### src/rtl/vend_arbiter.sv
// Two-requester vending arbiter: grants the shared dispenser, pays out change
// one coin at a time, acknowledges completion, and latches a dispenser timeout.
// Ports: CLK, nRESET; req0/req1 + chg0/chg1 in; ack0/ack1 out;
//        motor_start out, motor_done in; coin_ready in, coin_out out;
//        busy, gnt_id, fault status out.
module vend_arbiter (
    input  logic       CLK,
    input  logic       nRESET,
    input  logic       req0,
    input  logic       req1,
    input  logic [2:0] chg0,
    input  logic [2:0] chg1,
    output logic       ack0,
    output logic       ack1,
    output logic       motor_start,
    input  logic       motor_done,
    input  logic       coin_ready,
    output logic       coin_out,
    output logic       busy,
    output logic       gnt_id,
    output logic       fault
);

    typedef enum logic [2:0] {
        IDLE,
        GRANT,
        WAIT_M,
        CHANGE,
        DONE,
        FAULT
    } state_t;

    state_t     state;
    logic       ptr;
    logic       mask_en;
    logic       mask_id;
    logic [2:0] cnt;
    logic [3:0] tmo;

    logic r0;
    logic r1;
    logic pick;

    // The requester served last sits out one IDLE cycle so a req that is
    // still high while the front-end reacts to ack is not serviced twice.
    assign r0   = req0 & ~(mask_en & ~mask_id);
    assign r1   = req1 & ~(mask_en & mask_id);
    assign pick = (r0 & r1) ? ptr : r1;

    always_ff @(posedge CLK or negedge nRESET) begin
        if (!nRESET) begin
            state       <= IDLE;
            ptr         <= 1'b0;
            mask_en     <= 1'b0;
            mask_id     <= 1'b0;
            cnt         <= 3'd0;
            tmo         <= 4'd0;
            ack0        <= 1'b0;
            ack1        <= 1'b0;
            motor_start <= 1'b0;
            coin_out    <= 1'b0;
            busy        <= 1'b0;
            gnt_id      <= 1'b0;
            fault       <= 1'b0;
        end else begin
            motor_start <= 1'b0;
            coin_out    <= 1'b0;
            ack0        <= 1'b0;
            ack1        <= 1'b0;
            unique case (state)
                IDLE: begin
                    mask_en <= 1'b0;
                    if (r0 | r1) begin
                        state       <= GRANT;
                        gnt_id      <= pick;
                        cnt         <= pick ? chg1 : chg0;
                        motor_start <= 1'b1;
                        busy        <= 1'b1;
                    end
                end
                GRANT: begin
                    state <= WAIT_M;
                    tmo   <= 4'd0;
                end
                WAIT_M: begin
                    if (motor_done) begin
                        if (cnt == 3'd0) begin
                            state <= DONE;
                            ack0  <= ~gnt_id;
                            ack1  <= gnt_id;
                        end else begin
                            state <= CHANGE;
                        end
                    end else if (tmo == 4'd14) begin
                        // this was the 15th WAIT_M cycle without motor_done
                        state <= FAULT;
                        fault <= 1'b1;
                        busy  <= 1'b0;
                    end else begin
                        tmo <= tmo + 4'd1;
                    end
                end
                CHANGE: begin
                    if (cnt == 3'd0) begin
                        state <= DONE;
                        ack0  <= ~gnt_id;
                        ack1  <= gnt_id;
                    end else if (coin_ready && !coin_out) begin
                        // coin_out low last cycle enforces 2-cycle spacing
                        coin_out <= 1'b1;
                        cnt      <= cnt - 3'd1;
                    end
                end
                DONE: begin
                    state   <= IDLE;
                    busy    <= 1'b0;
                    ptr     <= ~gnt_id;
                    mask_en <= 1'b1;
                    mask_id <= gnt_id;
                end
                FAULT: begin
                    state <= FAULT;
                end
                default: begin
                    state <= IDLE;
                end
            endcase
        end
    end

endmodule

### config.mk
export PLATFORM = sky130hd
export DESIGN_NAME = vend_arbiter
export DESIGN_NICKNAME = d
export VERILOG_FILES = /design/src/rtl/vend_arbiter.sv
export SDC_FILE = /design/constraint.sdc
export NUM_CORES = 1
export LEC_CHECK = 0
export ABC_AREA = 1
export CELL_PAD_IN_SITES_DETAIL_PLACEMENT = 2
export CELL_PAD_IN_SITES_GLOBAL_PLACEMENT = 2
export CORE_MARGIN = 3
export CORE_UTILIZATION = 25
export CTS_BUF_LIST = sky130_fd_sc_hd__clkbuf_4 sky130_fd_sc_hd__clkbuf_8
export DETAILED_ROUTE_END_ITERATION = 6
export HOLD_SLACK_MARGIN = 0.05
export PLACE_DENSITY_LB_ADDON = 0.1
export SYNTH_ARGS = -nofsm -noshare
export SYNTH_HDL_FRONTEND = slang
export SYNTH_SLANG_ARGS = --single-unit
### constraint.sdc
create_clock -name CLK -period 3.61 [get_ports CLK]
set_input_delay 0.722 -clock CLK [delete_from_list [all_inputs] [get_ports CLK]]
set_output_delay 0.722 -clock CLK [all_outputs]
set_load 0.05 [all_outputs]
# Word-level counts from Yosys, hierarchy flattened

Cells that the tools add are included.
W data, S select, Z words.

Bits in registers: 20
Logic and storage cells: 85
Output and inout port bits: 7
Bits of input ports: 12

$add $sub $neg: 2
Bitwise logic cells: 11
Reduce and logical (&&, ||, !) cells: 14
Mux-type cells: 31
Equality and inequality tests: 14

Operators by type and width:

| cell                  | number |
|---|---|
| $mux W3               | 9 |
| $pmux W3 S5           | 1 |
| $ne A2 B2 Y1 const B  | 7 |
| $mux W1               | 13 |
| $reduce_and A3 Y1     | 3 |
| $mux W4               | 2 |
| $pmux W4 S2           | 1 |
| $reduce_and A4 Y1     | 2 |
| $eq A3 B2 Y1 const B  | 2 |
| $eq A3 B3 Y1 const B  | 2 |
| $logic_not A3 Y1      | 2 |
| $pmux W1 S2           | 3 |
| $pmux W3 S2           | 1 |
| $reduce_bool A2 Y1    | 3 |
| $and A1 B1 Y1         | 5 |
| $not A1 Y1            | 5 |
| $add A4 B1 Y4 const B | 1 |
| $eq A4 B4 Y1 const B  | 1 |
| $eq A3 B1 Y1 const B  | 1 |
| $ne A3 B3 Y1 const B  | 1 |
| $pmux W1 S3           | 1 |
| $reduce_bool A3 Y1    | 1 |
| $sub A3 B1 Y3 const B | 1 |
| $reduce_and A2 Y1     | 1 |
| 3 further kinds       | 3 |

# Depth between registers and ports, before layout

Gate-level depths: netlist of the first run.

Depth after elaboration: 9
Depth in mapped cells: 10
Mapped depth without buffers: 10

# Worst setup path after synthesis of the first run

Ideal clock, no wire load.

Path type: input port to flip-flop
Start point: in motor_done
End point: reg tmo[2]
Slack: 2.192 ns
Arrival: 1.299 ns
Required time: 3.491 ns
Cell stages on the path: 8
Setup time: 0.119 ns
Buffers on the path: 0
Cells stage by stage: inv_1 > nand2_1 > nor2_4 > inv_2 > nand2_4 > nand3_1 > nand2_1 > nor2_1

Longest elaborated chain between the ends: 2

Ends and longest elaborated chain:

| element                     | RTL line | source |
|---|---|---|
| start: declaration          | 16       | `input logic motor_done,` |
| $ne A2 B2 Y1 (no line)      | n/a      |  |
| $reduce_and A3 Y1 (no line) | n/a      |  |
| end signal: assignment      | 100      | `tmo <= tmo + 4'd1;` |
| end: declaration            | 38       | `logic [3:0] tmo;` |

No other way between the ends.
A chain may end at the register's enable or synchronous reset.

# Worst setup path after layout of the first run

Start point: reg gnt_id
End point: out gnt_id

RTL lines:

| element                  | RTL line | source |
|---|---|---|
| start: declaration       | 20       | `output logic gnt_id,` |
| start signal: assignment | 75       | `gnt_id <= pick;` |

No word-level cell between the ends.

==> impl_metrics.env, run 1 <==
export IMPL_status="finished, final reports clean"
export IMPL_synth_fp_nets=153
export IMPL_p_leak_uw=0.000696
export IMPL_path_class="register to primary output"
export IMPL_core_area_um2=4120
export IMPL_synth_cells=137
export IMPL_critPathCaptureType="primary output"
export IMPL_yosys_area_top_type="dfrtp_1"
export IMPL_synth_edf_count=0
export IMPL_syn_to_final_growth_pct=25.9
export IMPL_clk_latency_ns=0.26
export IMPL_hold_viol=0
export IMPL_cpMaxStageDelayCell="clkdlybuf4s50_1"
export IMPL_cp_arrival_ns=1.47
export IMPL_vias=949
export IMPL_clockBufferDepth=2
export IMPL_p_int_uw=577
export IMPL_drv_cap=0
export IMPL_cts_max_level=1
export IMPL_critPathMaxFanout=4
export IMPL_setup_violations=0
export IMPL_synth_distinct_cells=24
export IMPL_finalClockSkew_ns=0.00282
export IMPL_power_frac_seq_pct=34.6
export IMPL_place_ws_ns=1.61
export IMPL_cpLargestDelayFamily="buffers and inverters"
export IMPL_drtIter0Drc=50
export IMPL_path_buf_inv=1
export IMPL_required_ns=2.89
export IMPL_min_period_ns=2.19
export IMPL_cts_setup_buffers=0
export IMPL_viasPerCell=4.56
export IMPL_syn_cell_area_um2=1100
export IMPL_pin_count=19
export IMPL_slew_headroom_pct=35.6
export IMPL_grt_use_met3_pct=1.80
export IMPL_cts_hold_buf=0
export IMPL_met2_usage_pct=20.7
export IMPL_powerDensity_nw_per_um2=799
export IMPL_rows=23
export IMPL_synth_seq_area_share_pct=45.6
export IMPL_fin_crit_sh_pct=60.8
export IMPL_synth_area_per_cell_um2=8.02
export IMPL_grt_start_max_net_pins=21
export IMPL_fin_setup_tns_ns=0
export IMPL_grt_pass1_wl_mm=5.09
export IMPL_grt_usage_pct=12.6
export IMPL_yosys_warnings=0
export IMPL_die_height_um=72.3
export IMPL_rsz0062_at_grt="no"
export IMPL_largest_reg_flops=4
export IMPL_synthTopCellsByArea="dfrtp_1 (46%), nand2_1 (9.9%), nand3_1 (8.7%), inv_1 (6.2%), nor2_1 (5.1%)"
export IMPL_cp_start_kind="register"
export IMPL_wl_per_cell_um=14.2
export IMPL_largestRegisters="tmo (4), cnt (3), state (3)"
export IMPL_antenna_found_initial=0
export IMPL_io_buffers=18
export IMPL_critical_path_cell_chain="clkdlybuf4s50_1"
export IMPL_num_fill_cells=489
export IMPL_fmax_ghz=0.456
export IMPL_synthFlopType="dfrtp_1"
export IMPL_async_reset_ff_share_pct=100
export IMPL_ys_seq_elements=20
export IMPL_grt_overflow_total=0
export IMPL_start_util_pct=26.7
export IMPL_cts_resized=0
export IMPL_worstMarginPinSlew_ns=0.963
export IMPL_cts_tree="built"
export IMPL_gp_congestion=0.755
export IMPL_largest_register="tmo"
export IMPL_setup_slack_ns=1.42
export IMPL_clockPowerShare_pct=13.4
export IMPL_slew_violations=0
export IMPL_power_net_switching_uw=528
export IMPL_grt_busiest_layer="met2"
export IMPL_drive_gt1_share_pct=11.4
export IMPL_cts_sinks=20
export IMPL_drt_total_wl_mm=2.95
export IMPL_die_area_um2=5230
export IMPL_firstDrtPassIters=2
export IMPL_antenna_left=0
export IMPL_p_comb_share_pct=52.0
export IMPL_cts_root_buf="clkbuf_8"
export IMPL_dp_hpwl_mm=2.39
export IMPL_peakVddDrop_uv=281
export IMPL_dieWidth_um=72.3
export IMPL_grt_use_met1_pct=17.0
export IMPL_synth_commonest_cells="nand2_1 (29), dfrtp_1 (20), nand3_1 (19), inv_1 (18), nor2_1 (15)"
export IMPL_clkTransAtPathRegs_ns=0.08
export IMPL_worst_hold_path_type="register to register"
export IMPL_finalNetCount=176
export IMPL_drc_errors=0
export IMPL_antenna_cells=0
export IMPL_sw_frac_of_total_pct=47.8
export IMPL_yosys_cell_count_top_type="nand2_1"
export IMPL_cts_buffers=3
export IMPL_cp_slowest_stage_delay_ns=0.82
export IMPL_grt_pass1_vias=1078
export IMPL_synth_top_area_share_pct=45.6
==> routing by layer <==
layer / vias to the layer above / part of all wire [%] / routed length, um
met4: 0 / 0.64 / 19
met5: - / 0 / 0
met3: 2 / 3.1 / 91
li1: 476 / - / -
met2: 10 / 48 / 1430
met1: 461 / 48 / 1410
==> stage by stage <==
stage	utilization, %	cell area [um^2]	hold WS (ns)	power, uW	cells
floorplan	-	1100	0.426	788	137
detailed placement	32.6	1340	0.449	972	205
global route	33.6	1380	0.496	1220	208
finish	33.6	1380	0.460	1110	208
global placement	32.6	1340	0.445	947	205
CTS	33.6	1380	0.466	1130	208
==> power groups by stage <==
stage / Sequential (uW) / Clock, uW / Combinational (uW)
global placement: 384 / 0 / 564
detailed placement: 388 / 0 / 585
CTS: 384 / 158 / 588
floorplan: 448 / 0 / 340
finish: 382 / 149 / 574
global route: 397 / 166 / 656
==> placed cells by master (no fill, tap or decap), types with 3 or more instances in the layout <==
cell / netlist / final
a21oi_1: 3 / 3
clkbuf_8: 0 / 3
clkdlybuf4s50_1: 0 / 18
dfrtp_1: 20 / 20
ha_1: 4 / 4
inv_1: 18 / 18
inv_2: 5 / 5
nand2_1: 29 / 29
nand2_2: 3 / 3
nand3_1: 19 / 19
nor2_1: 15 / 15
o21ai_0: 7 / 7
==> cells by family after synthesis <==
family / count (synthesis) / synth area share [%]
buffers and inverters: 24 / 8.31
adder cells (fa/ha/maj): 4 / 4.56
XOR/XNOR: 2 / 1.59
AND/OR/NAND/NOR: 71 / 30.5
flip-flops: 20 / 45.6
AO/OA/AOI/OAI: 16 / 9.45
==> layout make-up <==
cell class	instances	area, um^2	area share (%)
clock buffers	3	41.3	2.99
inverters	24	91.3	6.61
multi-input cells	93	507	36.7
flip-flops and latches	20	500	36.2
well taps	50	62.6	4.52
repair buffers	18	180	13.0
==> final timing paths <==
| path | slack (ns) | endpoint | cells past startpoint | startpoint |
|---|---|---|---|---|
| max | 1.42 | gnt_id | 1 | gnt_id |
| min | 0.46 | fault | 1 | fault |
| max reg2reg | 1.88 | state[0] | 9 | cnt[0] |
| min reg2reg | 0.46 | fault | 1 | fault |
| max in group asynchronous | 2.03 | cnt[1] | 1 | nRESET |
| min in group asynchronous | 0.99 | tmo[2] | 1 | nRESET |
No activity file was read; power rests on OpenSTA's default activity.
==> run 2, diff against run 1 <==
==> constraint.sdc (replaced) <==
create_clock -name CLK -period 2.06 [get_ports CLK]
set_input_delay 0.412 -clock CLK [delete_from_list [all_inputs] [get_ports CLK]]
set_output_delay 0.412 -clock CLK [all_outputs]
set_load 0.05 [all_outputs]
==> impl_metrics.env, run 2 (same netlist as run 1, synthesis figures left out) <==
export IMPL_status="finished, final reports clean"
export IMPL_cts_sinks=20
export IMPL_power_net_switching_uw=952
export IMPL_worstMarginPinSlew_ns=0.498
export IMPL_sw_frac_of_total_pct=45.1
export IMPL_hold_path_end="fault"
export IMPL_antenna_cells=0
export IMPL_grt_pass1_wl_mm=5.31
export IMPL_drive_gt1_share_pct=13.0
export IMPL_grt_start_max_net_pins=21
export IMPL_finalClockSkew_ns=0.00201
export IMPL_clockPowerShare_pct=19.2
export IMPL_critical_path_cell_chain="clkdlybuf4s50_1"
export IMPL_drc_errors=0
export IMPL_dpl_cell_area_um2=1360
export IMPL_min_from="fault"
export IMPL_worstReg2RegStart="cnt[0]"
export IMPL_peakVddDrop_uv=596
export IMPL_clk_latency_ns=0.26
export IMPL_setup_violations=0
export IMPL_power_frac_seq_pct=32.1
export IMPL_slew_headroom_pct=66.7
export IMPL_antenna_left=0
export IMPL_r2r_setup_slack_ns=0.46
export IMPL_dieWidth_um=72.3
export IMPL_critPathCaptureType="primary output"
export IMPL_hold_depth=1
export IMPL_pin_count=19
export IMPL_cts_tree="built"
export IMPL_largestRegisters="tmo (4), cnt (3), state (3)"
export IMPL_io_buffers=18
export IMPL_required_ns=1.65
export IMPL_cpMaxStageDelayCell="clkdlybuf4s50_1"
export IMPL_cp_arrival_ns=1.53
export IMPL_path_class="register to primary output"
export IMPL_die_height_um=72.3
export IMPL_cts_setup_buffers=0
export IMPL_path_buf_inv=1
export IMPL_min_period_ns=1.94
export IMPL_cts_max_level=1
export IMPL_vias=986
export IMPL_fin_setup_tns_ns=0
export IMPL_fin_crit_sh_pct=94.1
export IMPL_layout_commonest_cell="nand2_1"
export IMPL_gp_congestion=0.777
export IMPL_clkTransAtPathRegs_ns=0.08
export IMPL_cts_root_buf="clkbuf_8"
export IMPL_p_comb_share_pct=48.7
export IMPL_syn_to_final_growth_pct=30.0
export IMPL_p_int_uw=1160
export IMPL_largest_reg_flops=4
export IMPL_worst_hold_path_type="register to register"
export IMPL_critPathMaxFanout=4
export IMPL_finalNetCount=178
export IMPL_slew_violations=0
export IMPL_grt_overflow_total=0
export IMPL_drt_total_wl_mm=3.06
export IMPL_start_util_pct=26.7
export IMPL_cp_slowest_stage_delay_ns=0.83
export IMPL_layout_common_cells="nand2_1 (29), dfrtp_1 (20), nand3_1 (19), inv_1 (18), clkdlybuf4s50_1 (18)"
export IMPL_clockBufferDepth=2
export IMPL_powerDensity_nw_per_um2=1480
export IMPL_drtIter0Drc=34
export IMPL_fmax_ghz=0.516
export IMPL_cts_resized=0
export IMPL_finalPower_uw=2110
export IMPL_cts_buffers=3
export IMPL_hold_viol=0
export IMPL_die_area_um2=5230
export IMPL_cts_hold_buf=0
export IMPL_grt_pass1_vias=1094
export IMPL_rr_endpoint="state[0]"
export IMPL_grt_usage_pct=13.1
export IMPL_antenna_found_initial=0
export IMPL_wl_per_cell_um=14.5
export IMPL_drv_cap=0
export IMPL_core_area_um2=4120
export IMPL_cp_start_kind="register"
export IMPL_viasPerCell=4.67
export IMPL_firstDrtPassIters=4
export IMPL_dp_hpwl_mm=2.49
export IMPL_largest_register="tmo"
export IMPL_stdcell_area_um2=1430
export IMPL_p_leak_uw=0.000721
export IMPL_worstRegToRegCells=9
export IMPL_rows=23
export IMPL_cpLargestDelayFamily="buffers and inverters"
export IMPL_rsz0062_at_grt="no"
run 2: changes by cell type in the layout (fill, tap and decap cells not counted), sizes merged:
| cell | previous run | this run |
|---|---|---|
| buf | 0 | 2 |
| bufinv | 0 | 1 |
run 2: worst max path at each step:
stage | start | endpoint | cells past startpoint
after CTS | gnt_id | gnt_id | 1
after global placement | gnt_id | gnt_id | 1
after floorplan | cnt[0] | state[0] | 9
after global routing | gnt_id | gnt_id | 1
final | gnt_id | gnt_id | 1
after detailed placement | motor_done | tmo[2] | 9
run 2: final cells by class:
| class | instances | area, um^2 |
|---|---|---|
| Multi-Input combinational cell | 93 | 507 |
| Clock buffer | 3 | 41.3 |
| Timing Repair Buffer | 20 | 195 |
| Clock inverter | 1 | 30.0 |
| Fill cell | 496 | 2690 |
| Inverter | 24 | 91.3 |
| Tap cell | 50 | 62.6 |
| Sequential cell | 20 | 500 |
run 2: power groups by stage:
stage                     Sequential [uW]  Clock [uW]  Combinational (uW)
after global placement                678           0                1010
after global routing                  700         435                1170
after CTS                             678         423                1050
after floorplan                       786           0                 596
after detailed placement              685           0                1050
final                                 677         405                1030
run 2: stage by stage:
stage	setup slack (ns)	hold slack, ns	instances	util [%]
after floorplan	0.681	0.116	137	-
after global placement	0.412	0.447	207	33.0
after detailed placement	0.370	0.455	207	33.0
after CTS	0.110	0.475	211	34.7
after global routing	0.0658	0.491	211	34.7
final	0.122	0.463	211	34.7
run 2: layer usage:
layer / GRT usage [%] / part of all wire (%)
met2: 21.8 / 50
met3: 3.60 / 3.7
met1: 16.8 / 46
met5: 0 / 0
met4: 3.13 / 0.78
